**config.mk**
```make
export PLATFORM = sky130hd
export DESIGN_NAME = ena_window_decoder
export DESIGN_NICKNAME = d
export VERILOG_FILES = /design/src/rtl/ena_pkg.sv /design/src/rtl/ena_sat_counter.sv /design/src/rtl/ena_window_decoder.sv
export SDC_FILE = /design/constraint.sdc
export NUM_CORES = 1
export LEC_CHECK = 0
export BUFFER_PORTS_ARGS = -buffer_cell sky130_fd_sc_hd__buf_4
export CAP_MARGIN = 20
export CELL_PAD_IN_SITES_DETAIL_PLACEMENT = 2
export CELL_PAD_IN_SITES_GLOBAL_PLACEMENT = 2
export CORE_MARGIN = 5
export CORE_UTILIZATION = 37
export CTS_BUF_LIST = sky130_fd_sc_hd__clkbuf_16
export DETAILED_ROUTE_END_ITERATION = 12
export HOLD_SLACK_MARGIN = 0.06
export PLACE_DENSITY_LB_ADDON = 0.1
export SLEW_MARGIN = 20
export SYNTH_ARGS = -nofsm -noshare
export SYNTH_HDL_FRONTEND = slang
export SYNTH_SLANG_ARGS = --single-unit
```
**constraint.sdc**
```tcl
create_clock -name clk -period 3.2 [get_ports clk]
set_input_delay 0.64 -clock clk [delete_from_list [all_inputs] [get_ports clk]]
set_output_delay 0.64 -clock clk [all_outputs]
set_load 0.05 [all_outputs]
```
**src/rtl/ena_pkg.sv**
```systemverilog
// Shared types and length-bound helpers for the enable-window decoder.
package ena_pkg;

  typedef enum logic [1:0] {
    SYNC    = 2'd0,
    IDLE    = 2'd1,
    ACTIVE  = 2'd2,
    OVERRUN = 2'd3
  } state_t;

  function automatic int unsigned lo_of(input int unsigned n, input int unsigned tol);
    return (n > tol) ? (n - tol) : 1;
  endfunction

  function automatic int unsigned hi_of(input int unsigned n, input int unsigned tol);
    return n + tol;
  endfunction

endpackage

```
**src/rtl/ena_sat_counter.sv**
```systemverilog
// Window length counter: load to 1, increment, saturate at limit, otherwise hold.
module ena_sat_counter #(
  parameter int unsigned CW = 32
) (
  input  logic          clk,
  input  logic          rst,
  input  logic          load,
  input  logic          inc,
  input  logic [CW-1:0] limit,
  output logic [CW-1:0] count,
  output logic          at_limit
);

  always_ff @(posedge clk) begin
    if (!rst) begin
      count <= '0;
    end else if (load) begin
      count <= CW'(1);
    end else if (inc && (count < limit)) begin
      count <= count + 1'b1;
    end
  end

  assign at_limit = (count == limit);

endmodule

```
**src/rtl/ena_window_decoder.sv**
```systemverilog
// Reduces a stretched enable window to start / length-valid strobes and checks its length.
module ena_window_decoder
  import ena_pkg::*;
#(
  parameter int unsigned N   = 1,
  parameter int unsigned TOL = 0,
  parameter int unsigned CW  = 32,
  parameter int unsigned NW  = 16
) (
  input  logic          clk,
  input  logic          rst,
  input  logic          ena,
  output logic          start_pulse,
  output logic          len_valid,
  output logic [CW-1:0] len_out,
  output logic          err_short,
  output logic          err_long,
  output logic [NW-1:0] win_count
);

  localparam logic [CW-1:0] LO    = CW'(lo_of(N, TOL));
  localparam logic [CW-1:0] HI    = CW'(hi_of(N, TOL));
  localparam logic [CW-1:0] HI_P1 = CW'(hi_of(N, TOL) + 1);

  state_t        state;
  logic          load;
  logic          inc;
  logic [CW-1:0] len_cnt;
  logic          at_hi;

  always_comb begin
    load = (state == IDLE) && ena;
    inc  = (state == ACTIVE) && ena;
  end

  ena_sat_counter #(
    .CW(CW)
  ) u_len_cnt (
    .clk     (clk),
    .rst     (rst),
    .load    (load),
    .inc     (inc),
    .limit   (HI),
    .count   (len_cnt),
    .at_limit(at_hi)
  );

  always_ff @(posedge clk) begin
    if (!rst) begin
      state       <= SYNC;
      start_pulse <= 1'b0;
      len_valid   <= 1'b0;
      len_out     <= '0;
      err_short   <= 1'b0;
      err_long    <= 1'b0;
      win_count   <= '0;
    end else begin
      start_pulse <= 1'b0;
      len_valid   <= 1'b0;
      err_long    <= 1'b0;
      case (state)
        // A window already high when reset releases is skipped entirely.
        SYNC: if (!ena) state <= IDLE;
        IDLE: begin
          if (ena) begin
            state       <= ACTIVE;
            start_pulse <= 1'b1;
          end
        end
        ACTIVE: begin
          if (ena) begin
            if (at_hi) begin
              state    <= OVERRUN;
              err_long <= 1'b1;
            end
          end else begin
            len_valid <= 1'b1;
            len_out   <= len_cnt;
            err_short <= (len_cnt < LO);
            win_count <= win_count + 1'b1;
            state     <= IDLE;
          end
        end
        OVERRUN: begin
          if (!ena) begin
            len_valid <= 1'b1;
            len_out   <= HI_P1;
            err_short <= 1'b0;
            win_count <= win_count + 1'b1;
            state     <= IDLE;
          end
        end
        default: state <= SYNC;
      endcase
    end
  end

endmodule

```
==> results of run 1 <==
registers in the layout, summed over array words and instances, names as in the netlist:
name,flops
u_len_cnt.count,32
state,2
win_count,16
len_out,32
start_pulse,1
err_short,1
err_long,1
len_valid,1
power groups by stage:
stage	registers, uW	clock network (uW)	logic (uW)
after floorplan	1190	0	317
after global routing	1130	1100	529
after CTS	1130	1060	485
after global placement	1150	0	457
after detailed placement	1150	0	475
final	1130	1020	479
critical path, delay by kind of cell, from the launching register on:
family / cells / cell delay [ns]
AND/OR/NAND/NOR: 3 / 0.90
flip-flops: 1 / 0.34
adder cells (fa/ha/maj): 1 / 0.30
AO/OA/AOI/OAI: 1 / 0.30
buffers and inverters: 1 / 0.11
cells in the mapped netlist, types with 5 or more instances:
library cell	number
dfxtp_1	86
nand4_1	6
a21oi_1	44
nand3b_1	30
inv_1	9
buf_2	5
nor3_1	5
and3_1	31
nor4_2	6
clkbuf_1	17
xor2_1	5
nand2_1	43
ha_1	7
nor2_1	14
per-layer routing:
layer  vias to the layer above  part of all wire  global-route usage
met4                         0            0.0084              0.0370
met1                      1380              0.45               0.201
met3                         6             0.034              0.0474
li1                       1374                 -                   -
met5                         -                 0                   0
met2                        38              0.51               0.296
cells by family after synthesis:
logic type / count (synthesis) / share of synthesized area
XOR/XNOR: 7 / 0.0180
adder cells (fa/ha/maj): 7 / 0.0257
AND/OR/NAND/NOR: 160 / 0.287
flip-flops: 86 / 0.504
AO/OA/AOI/OAI: 65 / 0.115
buffers and inverters: 34 / 0.0444
multiplexers: 2 / 0.00587
metrics by stage:
stage	cell area [um2]	util	setup WS (ns)
after floorplan	3410	-	1.34
after global placement	3870	0.424	1.12
after detailed placement	3870	0.424	1.06
after CTS	4160	0.456	1.10
after global routing	4160	0.456	0.839
final	4160	0.456	1.14
worst paths after layout:
kind	start	depth (start not counted)	slack, ns	end
worst max-delay path	state[1]$_SDFFE_PN0P_	6	1.14	u_len_cnt.count[0]$_SDFFE_PN0P_
worst min-delay path	len_out[26]$_SDFFE_PN0P_	2	0.45	len_out[26]$_SDFFE_PN0P_
worst max register to register	state[1]$_SDFFE_PN0P_	6	1.14	u_len_cnt.count[0]$_SDFFE_PN0P_
worst min register to register	len_out[26]$_SDFFE_PN0P_	2	0.45	len_out[26]$_SDFFE_PN0P_
area by class of cell:
cell class | instances | share of cell area
clock buffers | 9 | 0.0542
clock inverters | 7 | 0.0157
inverters | 10 | 0.00903
multi-input cells | 241 | 0.371
flip-flops and latches | 86 | 0.414
well taps | 111 | 0.0334
repair buffers | 57 | 0.103
==> metrics, run 1 <==
cell taking the most area after synthesis=dfxtp_1; Seq cells post-synth=86; crit-path most repeated cell=nand2_1; setup repair bufs after CTS=0; Tot GR Track Use=0.167; Peak VDD IR=285 uV; number of synthesized flops with an enable pin=0; CP max stage delay=0.59 ns; worst-case clock skew=roughly 0.010 ns; Ant. Diodes=0; Fin. Hold Viols=0; CTS sink cnt=86; main flop type after synthesis=dfxtp_1; most common cell after layout, fill and taps aside=dfxtp_1; crit path capture type=register; hold buffer count at cts=0; crit-path cells=inv_1 > ha_1 > nand2_1 > nand2_1 > nor4_1 > a2111oi_1; synthesized netlist net count=371; PwrDens=between 600 and 700 nW/um2; starting density of the core=0.375; DR DRC count=0; DP Cell Count=505; CP max stage cell=nand2_1; Worst Path Arrival=2.28 ns; Hold Crit Class=reg2reg; CP Max Fanout=32; mapped cell area=3410 um2; status=completed; Die Span Y=106 um; Setup-failing EPs final=0; filler cell count=1,004; internal power=1850 uW; TNS Setup=0 ns; register area=1720 um2; Setup CP Type=reg2reg; Net Sw Frac=0.299; Initial DRC Count=60; core area=9110 um2; die footprint=11,200 um2; Gate power share=0.182; worst skew pair latency=approximately 0.33 ns; Clock power frac=0.389; Slew @ Worst Pin=0.968 ns; Clk pin slew, worst setup/hold paths=0.06 ns; root buffer cell=clkbuf_16; register share of total power=0.429; PortBufs=54; main area contributors after synthesis=dfxtp_1, nand3b_1, a21oi_1; Non-Filler Instances=521; GR Overflow Total=0; number of global-route vias before repair=~3,100; post-synth top area share=0.504; vias=2,798; crit path launch type=register; first-pass GRT wire length=15.2 mm; H-tree levels=3; Synth async-reset ratio=0; commonest cells after routing, fill and taps aside=dfxtp_1, buf_4, a21oi_1; period utilization=0.645; Synth cell types=46; ANT nets after route=0; average wire per standard cell=approximately 17 um; Post-Route WL=9.10 mm; FP Rows=35; RSZ-0062 raised after global routing=no; post-synthesis sequential area ratio=0.504; Ys Warns=0; required time worst endpoint=between 3 and 4 ns; first drt pass iteration count=4; CTS tree=yes; Final #Nets=~420; Multi-input gate area=1540 um2; Peak Freq=a little under 500 MHz; switching power total=~800 uW; initial antenna violation count=0; via/cell ratio=5.37; Leak Pwr=0.00168 uW; CTS Buf Count=9; fraction of layout cells with a size suffix above 1=0.210; Max Cap Violations=0; final max-slew violation count=0; Die X=between 100 and 150 um; hold slack=about 0.45 ns; Mean Syn Cell Area=9.46 um2; Placer Congestion=0.781; DPL Wire Length=5.85 mm; area added between synthesis and finish=21.8%; Cells after Synth=361; Ports=55; Slew headroom=0.354; clk buf depth=2; pin count of the biggest net entering global routing=53; quantity of gates resized following cts=0; min Tclk post-route=2.06 ns; Tot Pwr=2630 uW
No activity file was read; power rests on OpenSTA's default activity.
==> run 2: changes to the inputs <==
Settings changed: CORE_UTILIZATION 37 to 34.
Clock period 3.2 ns to 1.9 ns, I/O delays scaled along.
==> run 2 against run 1 <==
  * Cell area is 4.2% higher
  * Worst hold slack better by 0.0014 ns
  * Final cell count is 6.0% higher
  * First-iteration DRC count is 42% higher
  * Die area is 8.0% higher
  * Critical endpoint is now win_count[8]$_SDFFE_PN0P_
==> metrics, run 2 (same netlist as run 1, synthesis figures left out) <==
status=completed; Slew headroom=0.696 (+0.342); hold path startpoint=len_out[27]$_SDFFE_PN0P_; first-pass GRT wire length=15.8 mm (+4.1%); CTS tree=yes; Top Registers=len_out: 32 flops, u_len_cnt.count: 32 flops, win_count: 16 flops; worst-case clock skew=0.00805 ns (-0.00221 ns); Hold Crit Depth=2 (unchanged); Clock power frac=0.417 (+0.028); area added between synthesis and finish=26.8%; Tot Pwr=4780 uW (+82%); Peak Freq=559 MHz (+15%); starting density of the core=0.349 (-0.0255); Max Cap Violations=0 (unchanged); Placed Instance Area=3970 um2 (+2.8%); crit path capture type=register; CP Max Fanout=8 (-75%); PortBufs=54 (unchanged); Setup CP Type=reg2reg; core area=9770 um2 (+7.3%); Fin. Hold Viols=0 (unchanged); R2R setup slack=0.11 ns (-1.03 ns); period utilization=0.941 (+0.296); ANT nets after route=0 (unchanged); via/cell ratio=5.21 (-3.0%); DPL Wire Length=6.28 mm (+7.4%); root buffer cell=clkbuf_16; internal power=3440 uW (+86%); pin count of the biggest net entering global routing=37 (-30%); crit path launch type=register; crit-path cells=inv_1 > ha_1 > o21ba_4 > nand3_1 > or3_1 > a21oi_1; TNS Setup=0 ns (unchanged); most common cell after layout, fill and taps aside=dfxtp_1; setup repair bufs after CTS=0 (unchanged); FF-to-FF End=win_count[8]$_SDFFE_PN0P_; first drt pass iteration count=4 (unchanged); Ant. Diodes=0 (unchanged); GR Overflow Total=0 (unchanged); Reg2Reg Depth=6 (unchanged); Final #Nets=424 (+2.2%); Hold Crit Class=reg2reg; Tot GR Track Use=0.166 (-0.000560); fraction of layout cells with a size suffix above 1=0.232 (+0.0217); fin area=4330 um2 (+4.2%); CP max stage delay=0.39 ns (-0.20 ns); average wire per standard cell=16.9 um (-3.1%); min Tclk post-route=1.79 ns (-0.275 ns); Slew @ Worst Pin=0.453 ns (-0.516 ns); Initial DRC Count=85 (+42%); number of global-route vias before repair=3,105 (+1.1%); CTS sink cnt=86 (unchanged); Net Sw Frac=0.280 (-0.0182); Ports=55 (unchanged); FP Rows=36 (+2.9%); DR DRC count=0 (unchanged); required time worst endpoint=2.16 ns (-1.26 ns); reg-to-reg startpoint=state[0]$_SDFFE_PN0P_; commonest cells after routing, fill and taps aside=dfxtp_1, buf_4, a21oi_1; Setup-failing EPs final=0 (unchanged); Clk pin slew, worst setup/hold paths=0.06 ns (about the same); Worst Hold End=len_out[27]$_SDFFE_PN0P_; Placer Congestion=0.742 (-5.0%); clk buf depth=2 (unchanged); Gate power share=0.185 (+0.003); Post-Route WL=9.34 mm (+2.6%); final max-slew violation count=0 (unchanged); initial antenna violation count=0 (unchanged); vias=2,877 (+2.8%); CTS Buf Count=9 (unchanged); Leak Pwr=0.00176 uW (+5.1%); CP max stage cell=or3_1; worst skew pair latency=0.34 ns (about the same); Worst Path Arrival=2.04 ns (-0.24 ns); H-tree levels=3 (unchanged); die footprint=12,100 um2 (+8.0%); switching power total=1340 uW (+71%); Die Span Y=110 um (+3.9%); Peak VDD IR=383 uV (+34%); RSZ-0062 raised after global routing=no; PwrDens=1100 nW/um2 (+75%); register share of total power=0.398 (-0.031); Die X=110 um (+3.9%)
[run 2: area by class of cell]
class | count | area [um2]
inverters | 10 | 37.5
clock inverters | 7 | 114
fillers | 1097 | 5450
flip-flops and latches | 86 | 1720
clock buffers | 9 | 225
repair buffers | 66 | 515
multi-input cells | 241 | 1550
well taps | 133 | 166
[run 2: per-layer routing]
metal  track usage  up-vias  wire [um]
met3        0.0326        9        256
met4        0.0580        0        128
met1         0.195     1440       4110
met2         0.300       39       4850
li1              -     1389          -
met5             0        -          0
[run 2: power by group through the flow]
stage	clock [uW]	combinational [uW]	sequential (uW)
5_1_grt	2140	978	1910
2_1_floorplan	0	534	2010
6_report	1990	887	1900
3_5_place_dp	0	880	1940
4_1_cts	2060	892	1900
3_3_place_gp	0	846	1940
[run 2: what timing repair did]
action | in CTS | in global routing
gates resized for setup | 0 | 4
hold buffers | 0 | 0
endpoints found under the setup margin | 0 | 3
[run 2: critical path, delay by kind of cell, from the launching register on]
kind	cells	cell delay, ns
DFF	1	0.35
AOI/OAI and AO/OA	2	0.40
buffers and inverters	1	0.08
and+or+nand+nor	2	0.63
adders and majority gates	1	0.24
[run 2: worst max-delay path by stage]
stage,startpoint,slack [ns],cells past startpoint,end
final,state[0]$_SDFFE_PN0P_,0.11,6,win_count[8]$_SDFFE_PN0P_
after global routing,state[0]$_SDFFE_PN0P_,0.003,6,err_short$_SDFFE_PN0P_
after global placement,state[0]$_SDFFE_PN0P_,0.17,7,win_count[1]$_SDFFE_PN0P_
after floorplan,win_count[3]$_SDFFE_PN0P_,0.04,4,win_count[15]$_SDFFE_PN0P_
after CTS,state[0]$_SDFFE_PN0P_,0.02,7,win_count[9]$_SDFFE_PN0P_
after detailed placement,state[0]$_SDFFE_PN0P_,0.09,7,win_count[1]$_SDFFE_PN0P_
[run 2: through the flow]
stage                      util  worst slack (ns)  hold slack (ns)  std cells
after detailed placement  0.407            0.0946            0.452        536
after global placement    0.407             0.172            0.441        536
after CTS                 0.441            0.0241            0.460        552
after floorplan               -            0.0367            0.465        361
after global routing      0.443           0.00345            0.480        552
final                     0.443             0.112            0.452        552
==> run 3: changes to the inputs <==
Settings changed: ABC_AREA from default to 1, CORE_UTILIZATION 34 to 31.
==> run 3 against run 2 <==
  * Non-clock buffer count down 4
  * Sequential share of layout area is 1.2 points higher
  * Final cell count up 17%
  * Maximum frequency increased by 8.9%
  * Clock skew decreased by 0.0026 ns
  * Critical path type unchanged
  * Largest power group is now registers
  * Critical endpoint is now len_out[1]$_SDFFE_PN0P_
==> metrics, run 3 <==
crit-path cells=inv_1 > ha_1 > o21ai_4 > buf_12 > inv_2 > o21ai_0 > a21oi_1; first-pass GRT wire length=16.1 mm (+1.7%); CTS sink cnt=86 (unchanged); starting density of the core=0.320 (-0.0290); RSZ-0062 raised after global routing=no; Slew @ Worst Pin=0.404 ns (-0.0483 ns); average wire per standard cell=14.7 um (-13%); Cells after Synth=446 (+24%); required time worst endpoint=2.12 ns (-0.04 ns); Peak Freq=609 MHz (+8.9%); setup repair bufs after CTS=0 (unchanged); Synth cell types=24 (-48%); Die X=114 um (+3.0%); initial antenna violation count=0 (unchanged); Slew headroom=0.728 (+0.0317); PortBufs=54 (unchanged); Initial DRC Count=88 (+3.5%); Placer Congestion=0.783 (+5.6%); CTS tree=yes; pin count of the biggest net entering global routing=31 (-16%); crit path launch=state[0]$_SDFFE_PN0P_; Peak VDD IR=491 uV (+28%); Leak Pwr=0.00166 uW (-6.1%); Post-Route WL=9.48 mm (+1.5%); Seq cells post-synth=86 (unchanged); Die Span Y=114 um (+3.0%); post-synthesis sequential area ratio=0.518 (+0.0141); root buffer cell=clkbuf_16; Placed Instance Area=3900 um2 (-1.8%); Ant. Diodes=0 (unchanged); Mean Syn Cell Area=7.45 um2 (-21%); CP max stage delay=0.39 ns (about the same); die footprint=12,900 um2 (+6.1%); CP Max Fanout=30 (+22); worst skew pair latency=0.33 ns (about the same); first drt pass iteration count=4 (unchanged); fraction of layout cells with a size suffix above 1=0.175 (-0.0567); core area=10,400 um2 (+6.1%); Commonest cells post-synth=nand2_1, dfxtp_1, nor2_1; Max Cap Violations=0 (unchanged); final max-slew violation count=0 (unchanged); Tot GR Track Use=0.156 (-0.0104); Ys Warns=0 (unchanged); min Tclk post-route=1.64 ns (-0.146 ns); PwrDens=1030 nW/um2 (-6.9%); period utilization=0.864 (-0.0770); CTS Buf Count=9 (unchanged); main area contributors after synthesis=dfxtp_1, nand2_1, nor2_1; DR DRC count=0 (unchanged); Fin. Hold Viols=0 (unchanged); post-synth top area share=0.518 (+0.0141); Hold Crit Class=in2reg; mapped cell area=3320 um2 (-2.7%); top-count cell post-synth=nand2_1; Setup-failing EPs final=0 (unchanged); crit path capture type=register; Top Registers=len_out: 32 flops, u_len_cnt.count: 32 flops, win_count: 16 flops; via/cell ratio=4.53 (-13%); Worst Path Arrival=1.86 ns (-0.18 ns); commonest cells after routing, fill and taps aside=nand2_1, dfxtp_1, nor2_1; fin area=4200 um2 (-3.0%); hold buffer count at cts=0 (unchanged); FP Rows=37 (+2.8%); quantity of gates resized following cts=0 (unchanged); number of synthesized flops with an enable pin=0 (unchanged); Synth async-reset ratio=0 (unchanged); H-tree levels=3 (unchanged); Ports=55 (unchanged); cell taking the most area after synthesis=dfxtp_1; crit path launch type=register; Setup CP Type=reg2reg; main flop type after synthesis=dfxtp_1; DPL Wire Length=6.75 mm (+7.5%); Clk pin slew, worst setup/hold paths=0.07 ns (about the same); TNS Setup=0 ns (unchanged); number of global-route vias before repair=3,239 (+4.3%); reg-to-reg startpoint=state[0]$_SDFFE_PN0P_; Final #Nets=514 (+21%); GR Overflow Total=0 (unchanged); vias=2,921 (+1.5%); area added between synthesis and finish=26.5%; CP max stage cell=dfxtp_1; ANT nets after route=0 (unchanged); clk buf depth=2 (unchanged); worst-case clock skew=0.00547 ns (-0.00259 ns); most common cell after layout, fill and taps aside=nand2_1; hold path startpoint=rst; synthesized netlist net count=456 (+23%); status=completed
run 3: changes by cell type after synthesis, sizes merged, moves of 11 or more:
cell / before / now
inv: 10 / 57
nor2: 14 / 79
nand3b: 30 / 0
nand2: 43 / 121
and3: 32 / 0
clkbuf: 18 / 7
run 3: per-stage QoR:
stage | total power [uW] | setup slack [ns] | cells | hold slack [ns] | util
floorplan | 2370 | 0.234 | 446 | 0.422 | -
CTS | 4390 | 0.223 | 645 | 0.379 | 0.405
global route | 4550 | 0.0679 | 645 | 0.383 | 0.405
global placement | 2570 | 0.332 | 629 | 0.431 | 0.376
finish | 4320 | 0.258 | 645 | 0.388 | 0.405
detailed placement | 2590 | 0.232 | 629 | 0.439 | 0.376
run 3: report_power, final:
part	internal [uW]	switching (uW)
combinational	191	455
clock	1020	751
sequential	1850	49.9
run 3: layout make-up:
cell class,count,area (um2)
fillers,1239,6170
flip-flops and latches,86,1720
multi-input cells,288,1320
repair buffers,62,478
clock buffers,9,225
inverters,57,214
well taps,136,170
clock inverters,7,72.6
run 3: worst paths after layout:
path	end	slack (ns)	depth (start not counted)
max reg2reg	len_out[1]$_SDFFE_PN0P_	0.26	7
max	len_out[1]$_SDFFE_PN0P_	0.26	7
min	state[0]$_SDFFE_PN0P_	0.39	3
min reg2reg	u_len_cnt.count[9]$_SDFFE_PP0P_	0.45	2
run 3: cells by family after synthesis:
| group | after synthesis | synth area share |
|---|---|---|
| buffers and inverters | 72 | 0.0844 |
| AND/OR/NAND/NOR | 220 | 0.271 |
| adder cells (fa/ha/maj) | 7 | 0.0264 |
| flip-flops | 86 | 0.518 |
| XOR/XNOR | 3 | 0.00791 |
| AO/OA/AOI/OAI | 58 | 0.0919 |
run 3: worst max-delay path: cells and delay by family, from the launching register on:
kind                       cells  cell delay [ns]
DFF                            1             0.39
adders and majority gates      1             0.26
buffers and inverters          3             0.38
AOI/OAI and AO/OA              3             0.49
run 3: routing by layer:
metal / GRT usage / up-vias / wire [um]
met4: 0.0465 / 0 / 110
met5: 0 / - / 0
met1: 0.180 / 1402 / 4110
li1: - / 1477 / -
met2: 0.287 / 33 / 5000
met3: 0.0334 / 9 / 252
